<file path="config.mk">
export PLATFORM = sky130hd
export DESIGN_NAME = logic_unit_arb_flat
export DESIGN_NICKNAME = d
export VERILOG_FILES = /design/src/rtl/logic_unit_arb_if.sv /design/src/rtl/logic_unit_arb.sv /design/src/flat_wrapper.sv
export SDC_FILE = /design/constraint.sdc
export NUM_CORES = 1
export LEC_CHECK = 0
export BUFFER_PORTS_ARGS = -buffer_cell sky130_fd_sc_hd__clkbuf_2
export CORE_MARGIN = 2
export CORE_UTILIZATION = 47
export CTS_BUF_LIST = sky130_fd_sc_hd__clkbuf_8
export DETAILED_ROUTE_END_ITERATION = 8
export PLACE_DENSITY = 0.79
export SYNTH_ARGS = -nofsm -noshare
export SYNTH_HDL_FRONTEND = slang
export SYNTH_SLANG_ARGS = --single-unit
</file>
<file path="constraint.sdc">
create_clock -name clk -period 2.2 [get_ports clk]
set_input_delay 0.22 -clock clk [delete_from_list [all_inputs] [get_ports clk]]
set_output_delay 0.22 -clock clk [all_outputs]
set_load 0.05 [all_outputs]
</file>
<file path="src/rtl/logic_unit_arb_if.sv">
// logic_unit_arb_if: request/response bundle for the shared logic unit.
//   master : requester side (drives req*_valid/op/a/b, rsp*_ready)
//   slave  : arbiter side   (drives req*_ready, rsp*_valid, rsp_res, busy, op_cnt)
interface logic_unit_arb_if #(
  parameter int WIDTH = 32
);
  logic             req0_valid, req0_ready;
  logic [1:0]       req0_op;
  logic [WIDTH-1:0] req0_a, req0_b;
  logic             req1_valid, req1_ready;
  logic [1:0]       req1_op;
  logic [WIDTH-1:0] req1_a, req1_b;
  logic             rsp0_valid, rsp0_ready;
  logic             rsp1_valid, rsp1_ready;
  logic [WIDTH-1:0] rsp_res;
  logic             busy;
  logic [15:0]      op_cnt;

  modport master (
    output req0_valid, req0_op, req0_a, req0_b,
    output req1_valid, req1_op, req1_a, req1_b,
    output rsp0_ready, rsp1_ready,
    input  req0_ready, req1_ready, rsp0_valid, rsp1_valid,
    input  rsp_res, busy, op_cnt
  );

  modport slave (
    input  req0_valid, req0_op, req0_a, req0_b,
    input  req1_valid, req1_op, req1_a, req1_b,
    input  rsp0_ready, rsp1_ready,
    output req0_ready, req1_ready, rsp0_valid, rsp1_valid,
    output rsp_res, busy, op_cnt
  );
endinterface

</file>
<file path="src/rtl/logic_unit_arb.sv">
// logic_unit_arb: one registered AND/OR/XOR/NOR unit shared round-robin by
// two requesters, with a single response register.
//   clk  : clock, rising edge
//   rst  : asynchronous active-high reset
//   bus  : logic_unit_arb_if.slave (request/response handshakes, result,
//          busy flag, completed-response counter)
module logic_unit_arb #(
  parameter int WIDTH = 32
) (
  input  logic               clk,
  input  logic               rst,
  logic_unit_arb_if.slave    bus
);
  typedef enum logic {S_IDLE, S_RESP} state_t;

  state_t           r_state, w_state_nxt;
  logic             r_own, r_last;
  logic [WIDTH-1:0] r_res;
  logic [15:0]      r_cnt;

  logic [1:0]             w_vld, w_rsp_rdy, w_req_rdy, w_rsp_vld;
  logic [1:0][1:0]        w_op;
  logic [1:0][WIDTH-1:0]  w_a, w_b;
  logic                   w_rsp_fire, w_free, w_gnt, w_accept, w_busy;
  logic [WIDTH-1:0]       w_res;

  assign w_vld     = {bus.req1_valid, bus.req0_valid};
  assign w_rsp_rdy = {bus.rsp1_ready, bus.rsp0_ready};
  assign w_op      = {bus.req1_op, bus.req0_op};
  assign w_a       = {bus.req1_a, bus.req0_a};
  assign w_b       = {bus.req1_b, bus.req0_b};

  // The register frees up either when empty or when its owner drains it
  // this cycle, which is what allows one op per cycle back-to-back.
  assign w_rsp_fire = (r_state == S_RESP) & w_rsp_rdy[r_own];
  assign w_free     = (r_state == S_IDLE) | w_rsp_fire;
  // Contention goes to the requester not granted last; otherwise the lone valid.
  assign w_gnt      = (&w_vld) ? ~r_last : w_vld[1];
  assign w_accept   = w_free & (|w_vld);

  always_comb begin
    w_res = '0;
    case (w_op[w_gnt])
      2'b00:   w_res = w_a[w_gnt] & w_b[w_gnt];
      2'b01:   w_res = w_a[w_gnt] | w_b[w_gnt];
      2'b10:   w_res = w_a[w_gnt] ^ w_b[w_gnt];
      default: w_res = ~(w_a[w_gnt] | w_b[w_gnt]);
    endcase
  end

  // FSM: state register
  always_ff @(posedge clk or posedge rst) begin
    if (rst) r_state <= S_IDLE;
    else     r_state <= w_state_nxt;
  end

  // FSM: next state (an accept reloads RESP even while draining)
  always_comb begin
    w_state_nxt = r_state;
    if (w_accept)        w_state_nxt = S_RESP;
    else if (w_rsp_fire) w_state_nxt = S_IDLE;
  end

  // FSM: outputs; ready is masked during reset since the comb path would
  // otherwise see IDLE and raise it.
  always_comb begin
    w_req_rdy = '0;
    w_rsp_vld = '0;
    w_busy    = 1'b0;
    if (!rst) begin
      if (w_accept)           w_req_rdy[w_gnt] = 1'b1;
      if (r_state == S_RESP) begin
        w_rsp_vld[r_own] = 1'b1;
        w_busy           = 1'b1;
      end
    end
  end

  // Result register, owner, round-robin pointer and handshake counter
  always_ff @(posedge clk or posedge rst) begin
    if (rst) begin
      r_res  <= '0;
      r_own  <= 1'b0;
      r_last <= 1'b1;
      r_cnt  <= '0;
    end else begin
      if (w_accept) begin
        r_res  <= w_res;
        r_own  <= w_gnt;
        r_last <= w_gnt;
      end
      if (w_rsp_fire) r_cnt <= r_cnt + 16'd1;
    end
  end

  assign bus.req0_ready = w_req_rdy[0];
  assign bus.req1_ready = w_req_rdy[1];
  assign bus.rsp0_valid = w_rsp_vld[0];
  assign bus.rsp1_valid = w_rsp_vld[1];
  assign bus.rsp_res    = r_res;
  assign bus.busy       = w_busy;
  assign bus.op_cnt     = r_cnt;
endmodule

</file>
<file path="src/flat_wrapper.sv">
// flat-port wrapper written by rule: the top's interface ports become plain ports
module logic_unit_arb_flat 
#(
  parameter int WIDTH = 32
)
  (clk, rst, bus_req0_valid, bus_req0_op, bus_req0_a, bus_req0_b, bus_req1_valid, bus_req1_op, bus_req1_a, bus_req1_b, bus_rsp0_ready, bus_rsp1_ready, bus_req0_ready, bus_req1_ready, bus_rsp0_valid, bus_rsp1_valid, bus_rsp_res, bus_busy, bus_op_cnt);
  logic_unit_arb_if #(.WIDTH(WIDTH)) bus_i ();
  input  logic clk;
  input  logic rst;
  input wire logic [$bits(bus_i.req0_valid)-1:0] bus_req0_valid;
  input wire logic [$bits(bus_i.req0_op)-1:0] bus_req0_op;
  input wire logic [$bits(bus_i.req0_a)-1:0] bus_req0_a;
  input wire logic [$bits(bus_i.req0_b)-1:0] bus_req0_b;
  input wire logic [$bits(bus_i.req1_valid)-1:0] bus_req1_valid;
  input wire logic [$bits(bus_i.req1_op)-1:0] bus_req1_op;
  input wire logic [$bits(bus_i.req1_a)-1:0] bus_req1_a;
  input wire logic [$bits(bus_i.req1_b)-1:0] bus_req1_b;
  input wire logic [$bits(bus_i.rsp0_ready)-1:0] bus_rsp0_ready;
  input wire logic [$bits(bus_i.rsp1_ready)-1:0] bus_rsp1_ready;
  output wire logic [$bits(bus_i.req0_ready)-1:0] bus_req0_ready;
  output wire logic [$bits(bus_i.req1_ready)-1:0] bus_req1_ready;
  output wire logic [$bits(bus_i.rsp0_valid)-1:0] bus_rsp0_valid;
  output wire logic [$bits(bus_i.rsp1_valid)-1:0] bus_rsp1_valid;
  output wire logic [$bits(bus_i.rsp_res)-1:0] bus_rsp_res;
  output wire logic [$bits(bus_i.busy)-1:0] bus_busy;
  output wire logic [$bits(bus_i.op_cnt)-1:0] bus_op_cnt;
  assign bus_i.req0_valid = bus_req0_valid;
  assign bus_i.req0_op = bus_req0_op;
  assign bus_i.req0_a = bus_req0_a;
  assign bus_i.req0_b = bus_req0_b;
  assign bus_i.req1_valid = bus_req1_valid;
  assign bus_i.req1_op = bus_req1_op;
  assign bus_i.req1_a = bus_req1_a;
  assign bus_i.req1_b = bus_req1_b;
  assign bus_i.rsp0_ready = bus_rsp0_ready;
  assign bus_i.rsp1_ready = bus_rsp1_ready;
  assign bus_req0_ready = bus_i.req0_ready;
  assign bus_req1_ready = bus_i.req1_ready;
  assign bus_rsp0_valid = bus_i.rsp0_valid;
  assign bus_rsp1_valid = bus_i.rsp1_valid;
  assign bus_rsp_res = bus_i.rsp_res;
  assign bus_busy = bus_i.busy;
  assign bus_op_cnt = bus_i.op_cnt;
  logic_unit_arb #(.WIDTH(WIDTH)) u_core (.clk(clk), .rst(rst), .bus(bus_i));
endmodule
</file>
==> impl_metrics.yaml <==
final_layout:
  utilization_pct: 61.6
  diodes: 0
  fin_cells: 858
  layout_commonest_cell: "clkbuf_2"
  drive_above_1_share_pct: 43.7
  area_growth_pct: 26.1
  final_cell_mix: "clkbuf_2, xnor2_1, inv_1"
  nets: 920
clocking:
  clk_latency_ns: 0.31
  clk_path_buf_depth: 2
  cts_tree: "built"
  holdBufCountCts: 0
  htree_levels: 2
  clk_pin_slew_ns: 0.11
  cts_made_buffers: 5
  clock-sinks: 51
  cts_root_buffer: "clkbuf_8"
synth:
  synth_cells: 536
  synth_compound_area_share_pct: 13.2
  ys_seq_area_share_pct: 23.8
  syn_nets: 739
  syn_area_per_cell_um2: 10.0
  synth_top_family_by_area: "multiplexers"
  ys_ff_latch: 51
  synth.distinct_cells: 33
  yosys_warnings: 0
  synthAdderAreaFrac_pct: 15.2
  synth_xor_area_share_pct: 12.9
  syn_area_um2: 5360
  synthSimpleGateAreaFrac_pct: 6.58
  synthMuxAreaShare_pct: 19.7
power:
  pwr-share-comb_pct: 63.6
  leakagePower_nw: 3.40
  power_density_nw_per_um2: 882
  p_seq_share_pct: 26.5
  power.internal_mw: 2.82
  ir_drop_uv: 499
  power_frac_clock_pct: 10.0
  p_sw_mw: 3.15
  swShare_pct: 52.7
sta:
  slew_viol_final: 0
  hold_slack_ns: 0.0106
  relSlewSlack_pct: 59.0
  min_period_ns: 2.14
  hold_viol_final: 0
  setup_viol: 0
  fmax_ghz: 0.466
  finalCritPeriodShare_pct: 97.5
  finClkSkew_ns: 0.00575
  grt_setup_unrepaired: "yes"
  max_slew.worst_pin.slew_ns: 0.613
global_routing:
  antenna_found_initial: 0
  track_usage_pct: 21.8
  grt_pass1_wl_um: 22600
  grt_overflow: 0
  grt_max_degree: 67
  first_global_vias: 4839
floorplanning:
  die_w_um: 111
  placementRows: 38
  core_um2: 11000
  die_h_um: 111
  io-pin-count: 191
  dieArea_um2: 12300
  start_util_pct: 48.8
place:
  dpl.hpwl_um: 10400
  post-place-cells: 846
  portBuffers: 190
  routabilityCongestion: 0.885
routing:
  via_count: 4624
  ant_nets: 0
  wl_per_cell_um: 17.0
  drcViolationCount: 0
  drtIter0Drc: 197
  drt-total-wl_um: 14500
  drt_first_pass_iters: 4
  vias_per_cell: 5.39
outcome:
  status: "completed"
critical_path:
  path_cells: "a21boi_4 > buf_12 > clkbuf_16 > mux2_2 > inv_1 > ha_1 > xnor2_1 > o22ai_1 > a221oi_2"
  crit_arrival_ns: 2.37
  required_ns: 2.42
  cp-start-kind: "register"
  worstPathMaxFanout: 12
  worstSetupPathType: "register to register"
  end_kind: "register"
  slowest_stage: "dfstp_2"
  cp_slowest_stage_delay_ns: 0.40
run:
  cap_violations: 0
min_path:
  hold_path_class: "primary input to asynchronous set/reset pin"
## power groups by stage
stage	Sequential [mW]	Combinational (mW)	Clock (mW)
2_1_floorplan	2.68	1.71	0
3_3_place_gp	1.58	3.54	0
3_5_place_dp	1.58	3.68	0
4_1_cts	1.57	3.69	0.615
5_1_grt	1.61	4.05	0.656
6_report	1.58	3.79	0.596
## per-layer routing
metal | share of wire, % | GRT usage (%) | wire (um)
met5 | 0 | 0 | 0
met4 | 2.4 | 7.33 | 354
met1 | 39 | 25.3 | 5660
met3 | 5.2 | 3.50 | 763
met2 | 53 | 40.6 | 7770
## cell type report
type	instances	area [um2]
flip-flops and latches	51	1280
inverters	68	255
fillers	903	4220
multi-input cells	381	3750
repair buffers	210	1210
clock buffers	5	68.8
well taps	140	175
clock inverters	3	23.8
## flip-flops by register name (all words and copies together) (netlist names)
name / flops
u_core.bus.op_cnt: 16
u_core.bus.rsp_res: 32
u_core.r_last: 1
u_core.r_own: 1
u_core.r_state: 1
## per-stage QoR
step / setup WS, ns / TNS, ns / cell area (um2) / power, mW
after floorplan: 0.0590 / 0 / 5370 / 4.38
after global placement: 0.128 / 0 / 6450 / 5.12
after detailed placement: 0.0107 / 0 / 6450 / 5.26
after CTS: 0.00327 / 0 / 6560 / 5.87
after global routing: -0.0289 / -0.314 / 6760 / 6.32
final: 0.0555 / 0 / 6760 / 5.96
## path summary, 6_finish.rpt
check / startpoint / end / slack, ns / cells past startpoint
max: u_core.r_last / u_core.bus.rsp_res[13] / 0.06 / 9
min: rst / u_core.bus.op_cnt[9] / 0.01 / 2
max reg2reg: u_core.r_last / u_core.bus.rsp_res[13] / 0.06 / 9
min reg2reg: u_core.bus.op_cnt[15] / u_core.bus.op_cnt[15] / 0.49 / 1
max in group asynchronous: rst / u_core.bus.op_cnt[0] / 1.55 / 3
min in group clk: bus_req1_valid / u_core.r_state / 0.17 / 3
## Yosys cell counts, drive strengths merged
| library cell | count | area share (%) |
|---|---|---|
| nor3b | 1 | 0.14 |
| buf | 29 | 3.4 |
| a21boi | 1 | 0.35 |
| nor3 | 2 | 0.19 |
| nand4bb | 1 | 0.51 |
| ha | 65 | 15 |
| nor2 | 38 | 2.7 |
| mux2i | 66 | 13 |
| dfstp | 1 | 0.49 |
| a221oi | 32 | 8.7 |
| xnor2 | 73 | 12 |
| xor2 | 6 | 0.98 |
| and4 | 1 | 0.16 |
| o22ai | 32 | 3.7 |
| and3 | 1 | 0.12 |
| dfrtp | 50 | 23 |
| inv | 68 | 4.8 |
| mux2 | 33 | 6.9 |
| and2 | 2 | 0.23 |
| nand2b | 1 | 0.12 |
| nor4b | 1 | 0.44 |
| nand3 | 6 | 0.56 |
| a21oi | 1 | 0.16 |
| nor4 | 1 | 0.12 |
| clkbuf | 7 | 0.49 |
| nor2b | 2 | 0.23 |
| o21ai | 2 | 0.19 |
| nand2 | 9 | 0.63 |
| nand4 | 4 | 0.47 |
## cell families (layout without fill, tap and decap cells)
| group | after synthesis | after routing |
|---|---|---|
| xor+xnor | 79 | 79 |
| compound gates | 68 | 68 |
| buf+inv | 104 | 286 |
| flops | 51 | 51 |
| fa+ha+maj | 65 | 65 |
| simple gates | 70 | 70 |
| mux | 99 | 99 |
## worst max-delay path, delay by kind of cell (launching register included)
kind                     cells  cell delay [ns]
AO/OA/AOI/OAI                3             0.55
buffers and inverters        3             0.41
flip-flops                   1             0.40
multiplexers                 1             0.36
adder cells (fa/ha/maj)      1             0.19
XOR/XNOR                     1             0.14
## repair_timing
action | in CTS | in global routing
pin swaps | 1 | 11
gates resized for setup | 3 | 31
gates cloned | 0 | 3
buffers inserted | 0 | 1
endpoints found under the setup margin | 2 | 29
No activity file was read; power rests on OpenSTA's default activity.
